`src/rtl/alkmdseq_if.sv`:
```
// alkmdseq_if: ALPCTL/handshake bundle between the microsequencer (master) and the ALK md sequencer (slave).
interface alkmdseq_if #(parameter int CNTW = 6);
  logic [9:0]      alpctl_in_h;
  logic            md_start_h;
  logic            md_div_h;
  logic            md_neg_h;
  logic            rem_neg_h;
  logic            q_zero_h;
  logic            md_abort_h;
  logic [9:0]      alpctl_h;
  logic            md_busy_h;
  logic            md_done_h;
  logic [CNTW-1:0] iter_cnt_h;
  modport master (
    output alpctl_in_h, md_start_h, md_div_h, md_neg_h, rem_neg_h, q_zero_h, md_abort_h,
    input  alpctl_h, md_busy_h, md_done_h, iter_cnt_h
  );
  modport slave (
    input  alpctl_in_h, md_start_h, md_div_h, md_neg_h, rem_neg_h, q_zero_h, md_abort_h,
    output alpctl_h, md_busy_h, md_done_h, iter_cnt_h
  );
endinterface

```
`src/rtl/alkmdseq.sv`:
```
// alkmdseq: ALK multiply/divide iteration sequencer (SETUP, ITER x LOOP, optional FIX, DONE).
// Optional multiply early termination on Q==0 is enabled by defining ALKMDSEQ_EARLY_TERM_EN.
module alkmdseq #(
  parameter int ITER = 32,
  parameter int CNTW = 6
) (
  input logic       qdclk_l,
  input logic       reset_l,
  alkmdseq_if.slave bus
);
  localparam logic [2:0] IDLE  = 3'd0;
  localparam logic [2:0] SETUP = 3'd1;
  localparam logic [2:0] LOOP  = 3'd2;
  localparam logic [2:0] FIX   = 3'd3;
  localparam logic [2:0] DONE  = 3'd4;
  logic [2:0]      state, state_nx;
  logic [CNTW-1:0] cnt, cnt_nx;
  logic            div_q, neg_q, fix_q, busy_q, done_q;
  logic            abort_hit, start_ok, last, early;
  logic [9:0]      op;
  assign abort_hit = bus.md_abort_h && state != IDLE;
  assign start_ok  = bus.md_start_h && !bus.md_abort_h && state == IDLE;
  assign last      = cnt == CNTW'(1);
`ifdef ALKMDSEQ_EARLY_TERM_EN
  assign early = state == LOOP && !div_q && bus.q_zero_h && cnt > CNTW'(1);
`else
  assign early = 1'b0;
`endif
  always_comb begin
    state_nx = abort_hit          ? IDLE :
               state == IDLE      ? (start_ok ? SETUP : IDLE) :
               state == SETUP     ? LOOP :
               state == LOOP      ? (early ? DONE : last ? (div_q ? FIX : DONE) : LOOP) :
               state == FIX       ? DONE : IDLE;
    cnt_nx   = (abort_hit || early) ? '0 :
               start_ok             ? CNTW'(ITER) :
               state == LOOP        ? cnt - CNTW'(1) : cnt;
  end
  always_ff @(posedge qdclk_l or negedge reset_l) begin
    if (!reset_l) begin
      state  <= IDLE;
      cnt    <= '0;
      div_q  <= 1'b0;
      neg_q  <= 1'b0;
      fix_q  <= 1'b0;
      busy_q <= 1'b0;
      done_q <= 1'b0;
    end else begin
      state  <= state_nx;
      cnt    <= cnt_nx;
      busy_q <= state_nx == SETUP || state_nx == LOOP || state_nx == FIX;
      done_q <= state_nx == DONE;
      if (start_ok) begin
        div_q <= bus.md_div_h;
        neg_q <= bus.md_neg_h;
        fix_q <= 1'b0;
      end
      if (state == LOOP && last) fix_q <= bus.rem_neg_h & div_q;
    end
  end
  // Op code is held constant across LOOP; the ALK alternates add/sub on its own.
  assign op = div_q ? (neg_q ? 10'h27C : 10'h26C) : (neg_q ? 10'h269 : 10'h279);
  assign bus.alpctl_h   = (state == SETUP || state == LOOP) ? op :
                          state == FIX ? (fix_q ? 10'h26A : {3'b000, bus.alpctl_in_h[6:0]}) :
                          bus.alpctl_in_h;
  assign bus.md_busy_h  = busy_q;
  assign bus.md_done_h  = done_q;
  assign bus.iter_cnt_h = cnt;
endmodule

```
`src/flat_wrapper.sv`:
```
// flat-port wrapper written by rule: the top's interface ports become plain ports
module alkmdseq_flat 
#(
  parameter int ITER = 32,
  parameter int CNTW = 6
)
  (qdclk_l, reset_l, bus_alpctl_in_h, bus_md_start_h, bus_md_div_h, bus_md_neg_h, bus_rem_neg_h, bus_q_zero_h, bus_md_abort_h, bus_alpctl_h, bus_md_busy_h, bus_md_done_h, bus_iter_cnt_h);
  alkmdseq_if #(.CNTW(CNTW)) bus_i ();
  input logic qdclk_l;
  input logic reset_l;
  input wire logic [$bits(bus_i.alpctl_in_h)-1:0] bus_alpctl_in_h;
  input wire logic [$bits(bus_i.md_start_h)-1:0] bus_md_start_h;
  input wire logic [$bits(bus_i.md_div_h)-1:0] bus_md_div_h;
  input wire logic [$bits(bus_i.md_neg_h)-1:0] bus_md_neg_h;
  input wire logic [$bits(bus_i.rem_neg_h)-1:0] bus_rem_neg_h;
  input wire logic [$bits(bus_i.q_zero_h)-1:0] bus_q_zero_h;
  input wire logic [$bits(bus_i.md_abort_h)-1:0] bus_md_abort_h;
  output wire logic [$bits(bus_i.alpctl_h)-1:0] bus_alpctl_h;
  output wire logic [$bits(bus_i.md_busy_h)-1:0] bus_md_busy_h;
  output wire logic [$bits(bus_i.md_done_h)-1:0] bus_md_done_h;
  output wire logic [$bits(bus_i.iter_cnt_h)-1:0] bus_iter_cnt_h;
  assign bus_i.alpctl_in_h = bus_alpctl_in_h;
  assign bus_i.md_start_h = bus_md_start_h;
  assign bus_i.md_div_h = bus_md_div_h;
  assign bus_i.md_neg_h = bus_md_neg_h;
  assign bus_i.rem_neg_h = bus_rem_neg_h;
  assign bus_i.q_zero_h = bus_q_zero_h;
  assign bus_i.md_abort_h = bus_md_abort_h;
  assign bus_alpctl_h = bus_i.alpctl_h;
  assign bus_md_busy_h = bus_i.md_busy_h;
  assign bus_md_done_h = bus_i.md_done_h;
  assign bus_iter_cnt_h = bus_i.iter_cnt_h;
  alkmdseq #(.ITER(ITER), .CNTW(CNTW)) u_core (.qdclk_l(qdclk_l), .reset_l(reset_l), .bus(bus_i));
endmodule
```
`config.mk`:
```
export PLATFORM = sky130hd
export DESIGN_NAME = alkmdseq_flat
export DESIGN_NICKNAME = d
export VERILOG_FILES = /design/src/rtl/alkmdseq_if.sv /design/src/rtl/alkmdseq.sv /design/src/flat_wrapper.sv
export SDC_FILE = /design/constraint.sdc
export NUM_CORES = 1
export LEC_CHECK = 0
export ABC_AREA = 1
export CAP_MARGIN = 20
export CORE_AREA = 2 2 46 48
export CTS_CLUSTER_DIAMETER = 80
export DETAILED_ROUTE_END_ITERATION = 12
export DIE_AREA = 0 0 48 50
export MAX_ROUTING_LAYER = met4
export PLACE_DENSITY = 0.92
export SETUP_SLACK_MARGIN = 0.1
export SLEW_MARGIN = 5
export SYNTH_ARGS = -nofsm -noshare
export SYNTH_HDL_FRONTEND = slang
export SYNTH_SLANG_ARGS = --single-unit
```
`constraint.sdc`:
```
create_clock -name qdclk_l -period 2 [get_ports qdclk_l]
set_input_delay 0.4 -clock qdclk_l [delete_from_list [all_inputs] [get_ports qdclk_l]]
set_output_delay 0.4 -clock qdclk_l [all_outputs]
set_load 0.05 [all_outputs]
```
=== After elaboration in Yosys (flattened, before gate mapping) ===
Index checks and enable logic that the tools add are counted.

* Add/sub/neg operators: 1
* Bitwise gates (word level): 1
* Eq/ne operators: 8
* Muxes and demuxes: 19
* Reduce and logical (&&, ||, !) cells: 12

{| class="wikitable"
|+ Operators by type and width
! cell !! count
|-
| 2-to-1 mux 10 bit || 4
|-
| 2-to-1 mux 3 bit || 7
|-
| 2-to-1 mux 6 bit || 3
|-
| == test 3 x 2 -> 1 bit, second input constant || 4
|-
| 2-to-1 mux 5 bit || 2
|-
| == test 3 x 1 -> 1 bit, second input constant || 2
|-
| == test 6 x 1 -> 1 bit, second input constant || 1
|-
| nonzero test 3 bit || 2
|-
| subtractor 6 x 1 -> 6 bit, second input constant || 1
|-
| logical AND 1 bit || 4
|-
| == test 3 bit, second input constant || 1
|-
| logical NOT 3 bit || 1
|-
| logical OR 1 bit || 3
|-
| 2-to-1 mux 1 bit || 3
|-
| nonzero test 2 bit || 1
|-
| bitwise AND 1 bit || 1
|-
| logical NOT 1 bit || 1
|}

* Word-level logic and storage cells: 48
* Bits of input ports: 18
* Flip-flop bits (word level): 14

=== Longest topological paths before layout ===
Gate-level depths: netlist of the first run.

* Depth after elaboration: 9
* Gate-level depth with buffers: 8

=== Least setup slack after synthesis of the first run ===
No wires, ideal clock.

* Path kind: register to output
* From: register u_core.state[1]
* To: output bus_alpctl_h[4]
* Arrival time: 1.856 ns
* Setup slack: -0.256 ns
* Cell stages (with the launch flop): 6
* Buffers on the path: 0
* Cells stage by stage: dfrtp_1 nor2_2 nand2_1 nand2_2 inv_2 o21ai_0

* Word-level cells in the longest chain between the ends: 3
* Elaborated cells between the ends (all ways): 6

{| class="wikitable"
|+ RTL lines
! item !! line !! source
|-
| from (decl) || alkmdseq.sv:16 || <nowiki>logic [2:0] state, state_nx;</nowiki>
|-
| from (signal assigned) || alkmdseq.sv:49 || <nowiki>state <= state_nx;</nowiki>
|-
| == test 3 x 2 -> 1 bit (tied with other cells) || alkmdseq.sv:64 || <nowiki>state == FIX ? (fix_q ? 10'h26A : {3'b000, bus.alpctl_in_h[6:0]}) :</nowiki>
|-
| 2-to-1 mux 10 bit / logical OR 1 bit (equally long branches) || alkmdseq.sv:64, alkmdseq.sv:63 ||
|-
| 2-to-1 mux 10 bit (*) || alkmdseq.sv:63 || <nowiki>assign bus.alpctl_h = (state == SETUP || state == LOOP) ? op :</nowiki>
|-
| to (decl) || flat_wrapper.sv:18 || <nowiki>output wire logic [$bits(bus_i.alpctl_h)-1:0] bus_alpctl_h;</nowiki>
|}

Every way passes the cells marked *; elsewhere a longest branch is shown, timed or not.

=== Worst setup path in the final report of the first run ===
* From: register u_core.state[2]
* To: output bus_alpctl_h[1]

Same word-level chain as after synthesis.

==> results of run 1 <==
worst paths after layout:
check                                                       endpoint                      start
worst max-delay path                                 bus_alpctl_h[1]  u_core.state[2]$_DFF_PN0_
worst min-delay path                  u_core.bus.md_busy_h$_DFF_PN0_                    reset_l
worst max register to register  u_core.bus.iter_cnt_h[3]$_DFFE_PN0P_  u_core.state[1]$_DFF_PN0_
worst min register to register              u_core.neg_q$_DFFE_PN0N_   u_core.neg_q$_DFFE_PN0N_
max in group asynchronous                  u_core.state[1]$_DFF_PN0_                    reset_l
min in group qdclk_l                        u_core.neg_q$_DFFE_PN0N_   u_core.neg_q$_DFFE_PN0N_
cells by family after synthesis:
kind of cell | synth area share, %
AOI/OAI and AO/OA | 6.80
and+or+nand+nor | 36.3
xor gates and xnor gates | 2.16
buffers and inverters | 8.35
adders and majority gates | 3.09
DFF | 43.3
sequential cells by signal (all words and copies together), names as in the netlist:
signal,flops
u_core.bus.iter_cnt_h,6
u_core.state,3
u_core.bus.md_busy_h,1
u_core.bus.md_done_h,1
u_core.div_q,1
u_core.fix_q,1
u_core.neg_q,1
worst max-delay path, delay by kind of cell, from the launching register on:
kind / cells / cell delay, ps
AOI/OAI and AO/OA: 1 / 250
buffers and inverters: 2 / 300
DFF: 1 / 440
and+or+nand+nor: 3 / 280
power groups by stage:
stage          registers, W  logic [W]  clock network (W)
2_1_floorplan      0.000523   0.000309                  0
3_3_place_gp       0.000391   0.000716                  0
3_5_place_dp       0.000394   0.000732                  0
4_1_cts            0.000392   0.000754           0.000202
5_1_grt            0.000403   0.000818           0.000216
6_report           0.000396   0.000770           0.000201
layer usage:
| layer | vias to the layer above | track usage (%) | share of wire, % |
|---|---|---|---|
| met2 | 40 | 35.3 | 51 |
| met1 | 401 | 20.9 | 38 |
| li1 | 439 | - | - |
| met5 | - | - | 0 |
| met4 | 0 | 9.91 | 2.1 |
| met3 | 7 | 4.76 | 8.7 |
synthesized netlist by cell type (2+ instances only):
cell,number
nand4_1,2
nor2_1,15
nand3_1,2
nor2_2,3
inv_1,14
dfrtp_1,14
inv_2,4
or2_1,3
nand2_1,34
ha_1,2
nand2_2,3
o21ai_0,5
nor3_1,3
a21oi_1,6
final cells by class:
| type | count | area [sq um] | area share [%] |
|---|---|---|---|
| Sequential cell | 14 | 352 | 24.6 |
| Tap cell | 27 | 33.8 | 2.36 |
| Multi-Input combinational cell | 82 | 458 | 32.0 |
| Timing Repair Buffer | 40 | 479 | 33.5 |
| Inverter | 18 | 72.6 | 5.07 |
| Clock buffer | 4 | 36.3 | 2.53 |
placed cells by master (no fill, tap or decap), types with 4 or more instances in the layout:
master	instances
buf_4	8
nor2_2	4
nand2_1	28
inv_1	13
dfrtp_1	13
nand2_2	6
nor2_1	12
clkdlybuf4s50_1	18
a21oi_1	6
buf_12	10
metrics by stage:
| stage | utilization (%) | std cells | hold WS (ps) | setup WS [ps] | power (W) |
|---|---|---|---|---|---|
| 2_1_floorplan | - | 114 | 104 | -245 | 0.000833 |
| 3_3_place_gp | 67.2 | 175 | 475 | 276 | 0.00111 |
| 3_5_place_dp | 67.2 | 175 | 487 | 246 | 0.00113 |
| 4_1_cts | 72.7 | 184 | 506 | 99.5 | 0.00135 |
| 5_1_grt | 75.3 | 185 | 555 | 2.31 | 0.00144 |
| 6_report | 75.3 | 185 | 494 | 56.0 | 0.00137 |
repair_timing:
item | CTS | global route
pin swaps | 4 | 2
resized for setup | 15 | 13
endpoints found under the hold margin | 0 | 0
setup endpoints to repair | 11 | 11
buffers inserted | 5 | 1
==> results.md, run 1 <==
- Final min period: 1940 ps
- Vias in the first global route: approximately 890
- Crit-path slowest cell: dfrtp_1
- EDFF count, synth: 0
- Top_reg_cell synth: dfrtp_1
- Leading area contributor after synthesis: dfrtp_1
- Boundary pin count: 36
- Max_cap viols: 0
- Synth cell types: 18
- Clock sink count: 14
- Actual slew at the worst max-slew pin: 612 ps
- Crit-path max cell delay: around 440 ps
- First-pass GRT wire length: 3.45 mm
- Post-CTS Hold Fix Bufs: 0
- Syn Inst Count: 114
- DRT iter0 DRCs: 15
- Layout cell share with drive strength beyond 1: 29.7%
- Detailed Place HPWL: 1.67 mm
- Slew HR: 59.0%
- Port bufs: 34
- Gr usage total: roughly a fifth
- Fin nets: 179
- Clk_lat worst skew: about 280 ps
- Area delta synth->final: 76.8%
- Worst Setup End Kind: primary output
- Fin. Hold Viols: 0
- RSZ-0062 raised after global routing: yes
- Post-route clock period utilization: 97.2%
- Fill count: 134
- Vias per cell: 4.79
- Sw frac: 45.6%
- Post-detailed-routing wire length: 2.32 mm
- Max Clock Freq: 514 MHz
- Sequence of cells on the critical path: inv_2 -> nand2_4 -> nor2_4 -> nand2_2 -> a21oi_1 -> buf_12
- Peak supply drop: roughly 0.67 mV
- Cell Area, Synth: 810 sq um
- Crit Path Max Fanout: 2
- Yosys warns: 0
- CP arrival: 1540 ps
- Internal power: about 0.00074 W
- Worst EP required: 1600 ps
- Number of antenna diodes: 0
- Asr flop ratio synth: 100%
- Final setup violation count: 0
- Lkg Pwr: between 0.7 and 0.8 nW
- Dpl cell area: 1280 sq um
- Top post-synthesis cells by area: dfrtp_1 43%, nand2_1 16%, nor2_1 7.0%
- Starting density of the core: 42.6%
- Clk pwr share: 14.7%
- Post-DRT Antenna Nets: 0
- Critical path class: reg2out
- GRT Residual Overflow: 0
- Post-route cell area: 1430 sq um
- Clock skew: 4.14 ps
- Pwr Density: 955 nW/um^2
- Router iterations before antenna repair: 4
- Sequential element share of the synthesized area: between 40% and 50%
- WL/cell: 12.5 um
- Total number of vias: roughly 890
- Remaining DRCs: 0
- CTS tree: built
- Die ar.: between 2000 and 2500 sq um
- Maximum root-to-sink buffer count: 2
- Worst R2R Path Depth: 7
- Largest net degree at the start of global routing: 15
- Die height: 50 um
- Post-Syn Nets: between 100 and 150
- Flops & latches, synth: 14
- Std-Cell Rows: 16
- Synth top area share: between 40% and 50%
- Combinational power share: 56.4%
- Crit path launch type: flop
- Net Switching: ~0.00062 W
- Root buffer cell: clkbuf_4
- Initial antenna violation count: 0
- Setup tns final: 0 ps
- Routability cong.: 0.842
- CTS Buf Count: 3
- Part of the power in registers: 28.9%
- Worst Hold Class: in2async
- Clock transition at path regs: ~80 ps
- R2r setup slk: roughly 640 ps
- Status: finished clean
- Final Slew Violations: 0
- Syn avg cell area: around 7.1 sq um
- Core Region: 1900 sq um
- Die width: 48 um
- H-Tree Level Count: 1
No activity file was read; power rests on OpenSTA's default activity.
==> run 2: changes to the inputs <==
- MAX_ROUTING_LAYER: met4 -> unset
- clock period: 2 -> 2.24 ns (I/O delays scaled with it)
==> results.md, run 2 (synthesized netlist as in run 1, its figures left out) <==
- Status: finished clean
- Fill count: 163 (+22%)
- Final Util: 70.7% (-4.6 points)
- Boundary pin count: 36 (unchanged)
- RSZ-0062 raised after global routing: yes
- Post-route clock period utilization: 90.4%
- Die width: 48 um (unchanged)
- DRT iter0 DRCs: 13 (-2)
- R2r startpoint: u_core.bus.iter_cnt_h[0]$_DFFE_PN0P_
- Most common cell after layout, fill and taps aside: nand2_1
- Final min period: 2030 ps
- Crit-path slowest cell: dfrtp_2
- Final setup violation count: 0 (unchanged)
- Actual slew at the worst max-slew pin: 624 ps (+11.5 ps)
- Postcts setup bufs: 0 (-5)
- Post-DRT Antenna Nets: 0 (unchanged)
- Clock skew: 5.35 ps (+1.21 ps)
- Lkg Pwr: 0.649 nW (-9.4%)
- Core Region: 1900 sq um (unchanged)
- Std-Cell Rows: 16 (unchanged)
- Crit path launch type: flop
- Worst EP required: 1790 ps (+190 ps)
- Post-detailed-routing wire length: 2.08 mm (-10%)
- WL/cell: 11.6 um (-7.3%)
- Final Slew Violations: 0 (unchanged)
- Commonest cells after routing, fill and taps aside: 33 x nand2_1, 24 x clkdlybuf4s50_1, 14 x nor2_1, 13 x inv_1, 13 x dfrtp_1
- Remaining DRCs: 0 (unchanged)
- Number of flip-flops in the largest register: 6 (unchanged)
- Dominant delay contributor by cell family on the critical path: simple AND/OR/NAND/NOR gates
- Crit-path max cell delay: 450 ps (about the same)
- Post-CTS Hold Fix Bufs: 0 (unchanged)
- Critical path class: reg2out
- CTS Buf Count: 3 (unchanged)
- RR Endpoint: u_core.bus.iter_cnt_h[4]$_DFFE_PN0P_
- Router iterations before antenna repair: 4 (unchanged)
- Pwr Density: 887 nW/um^2 (-7.1%)
- GRT Residual Overflow: 0 (unchanged)
- CTS tree: built
- Fin nets: 173 (-3.4%)
- Post-cts sizing count: 0 (-15)
- Largest net degree at the start of global routing: 15 (unchanged)
- Layout cell share with drive strength beyond 1: 19.1% (-11 points)
- Max_cap viols: 0 (unchanged)
- Port bufs: 34 (unchanged)
- H-Tree Level Count: 1 (unchanged)
- Clock sink count: 14 (unchanged)
- Peak supply drop: 0.600 mV (-11%)
- Routability cong.: 0.849 (+0.75%)
- Final worst slack: 214 ps (+158 ps)
- Worst R2R Path Depth: 6 (-1)
- Inst Count DP: 175 (unchanged)
- Vias in the first global route: 802 (-10%)
- WP buf/inv: 3 (+1)
- Clk_lat worst skew: 290 ps (about the same)
- Maximum root-to-sink buffer count: 2 (unchanged)
- Vias per cell: 4.72 (-1.7%)
- Pre-CTS WS: 428 ps (+182 ps)
- CP endpoint: bus_alpctl_h[2]
- R2r setup slk: 990 ps (+350 ps)
- Max Clock Freq: 494 MHz
- Post-Layout Cell Count: 179 (-3.2%)
- Worst hold path startpoint: u_core.neg_q$_DFFE_PN0N_
- Gr usage total: 19.1% (-1.5 points)
- Crit Path Max Fanout: 4 (+2)
- Die ar.: 2400 sq um (unchanged)
- Slew HR: 58.3% (-0.77 points)
- Fin. Hold Viols: 0 (unchanged)
- Detailed Place HPWL: 1.66 mm (-0.79%)
- Area delta synth->final: 66.0%
- CP arrival: 1580 ps (+40 ps)
- Initial antenna violation count: 0 (unchanged)
- Total number of vias: 844 (-4.8%)
- Die height: 50 um (unchanged)
- Crit path launch: u_core.state[1]$_DFF_PN0_
- Clock transition at path regs: 80 ps (about the same)
- Worst Hold Class: reg2reg
- Starting density of the core: 42.6% (unchanged)
- Sequence of cells on the critical path: nor2_4 -> nand2_1 -> nand2_4 -> inv_2 -> nand2_2 -> inv_2 -> nand2_1 -> o21ai_1 -> buf_12
- Worst Setup End Kind: primary output
- First-pass GRT wire length: 3.26 mm (-5.4%)
- Number of antenna diodes: 0 (unchanged)
- Root buffer cell: clkbuf_4
- CP Depth: 9 (+3)
[run 2: layout make-up]
type	count	area [sq um]	area share, %
repair buffers	34	440	32.8
multi-input cells	82	414	30.8
flip-flops and latches	14	352	26.2
inverters	18	67.6	5.03
clock buffers	4	36.3	2.70
well taps	27	33.8	2.51
[run 2: worst min-delay path by stage]
stage / end / slack (ps) / cells past startpoint
3_3_place_gp: u_core.neg_q$_DFFE_PN0N_ / 480 / 2
4_1_cts: u_core.neg_q$_DFFE_PN0N_ / 510 / 2
6_report: u_core.neg_q$_DFFE_PN0N_ / 500 / 2
2_1_floorplan: u_core.bus.iter_cnt_h[0]$_DFFE_PN0P_ / 150 / 0
3_5_place_dp: u_core.neg_q$_DFFE_PN0N_ / 490 / 2
5_1_grt: u_core.neg_q$_DFFE_PN0N_ / 550 / 2
[run 2: per-layer routing]
metal / track usage [%] / vias to the layer above / wire [um] / share of wire [%]
met4: 9.46 / 0 / 44 / 2.1
li1: - / 427 / - / -
met2: 31.6 / 32 / 997 / 48
met3: 4.03 / 4 / 158 / 7.6
met5: 0 / - / 0 / 0
met1: 22.2 / 381 / 876 / 42
[run 2: per-stage QoR]
| stage | TNS, ps | hold WS, ps | total power [W] | cell area, sq um |
|---|---|---|---|---|
| final | 0 | 505 | 0.00119 | 1340 |
| after floorplan | -107 | 152 | 0.000743 | 810 |
| after global placement | 0 | 475 | 0.000992 | 1280 |
| after global routing | 0 | 549 | 0.00126 | 1340 |
| after CTS | 0 | 510 | 0.00119 | 1320 |
| after detailed placement | 0 | 491 | 0.00101 | 1280 |
[run 2: report_power, final]
group	total, W	switching [W]	leakage, nW	internal [W]
clock network	0.000180	0.0000805	0.0210	0.0000991
logic	0.000662	0.000401	0.444	0.000260
registers	0.000350	0.0000504	0.183	0.000300
[run 2: tightest hold or removal path: stages, from the launching register on]
cell and delay, ps:
dfrtp_1 370, nand2_1 60, nand2_1 50
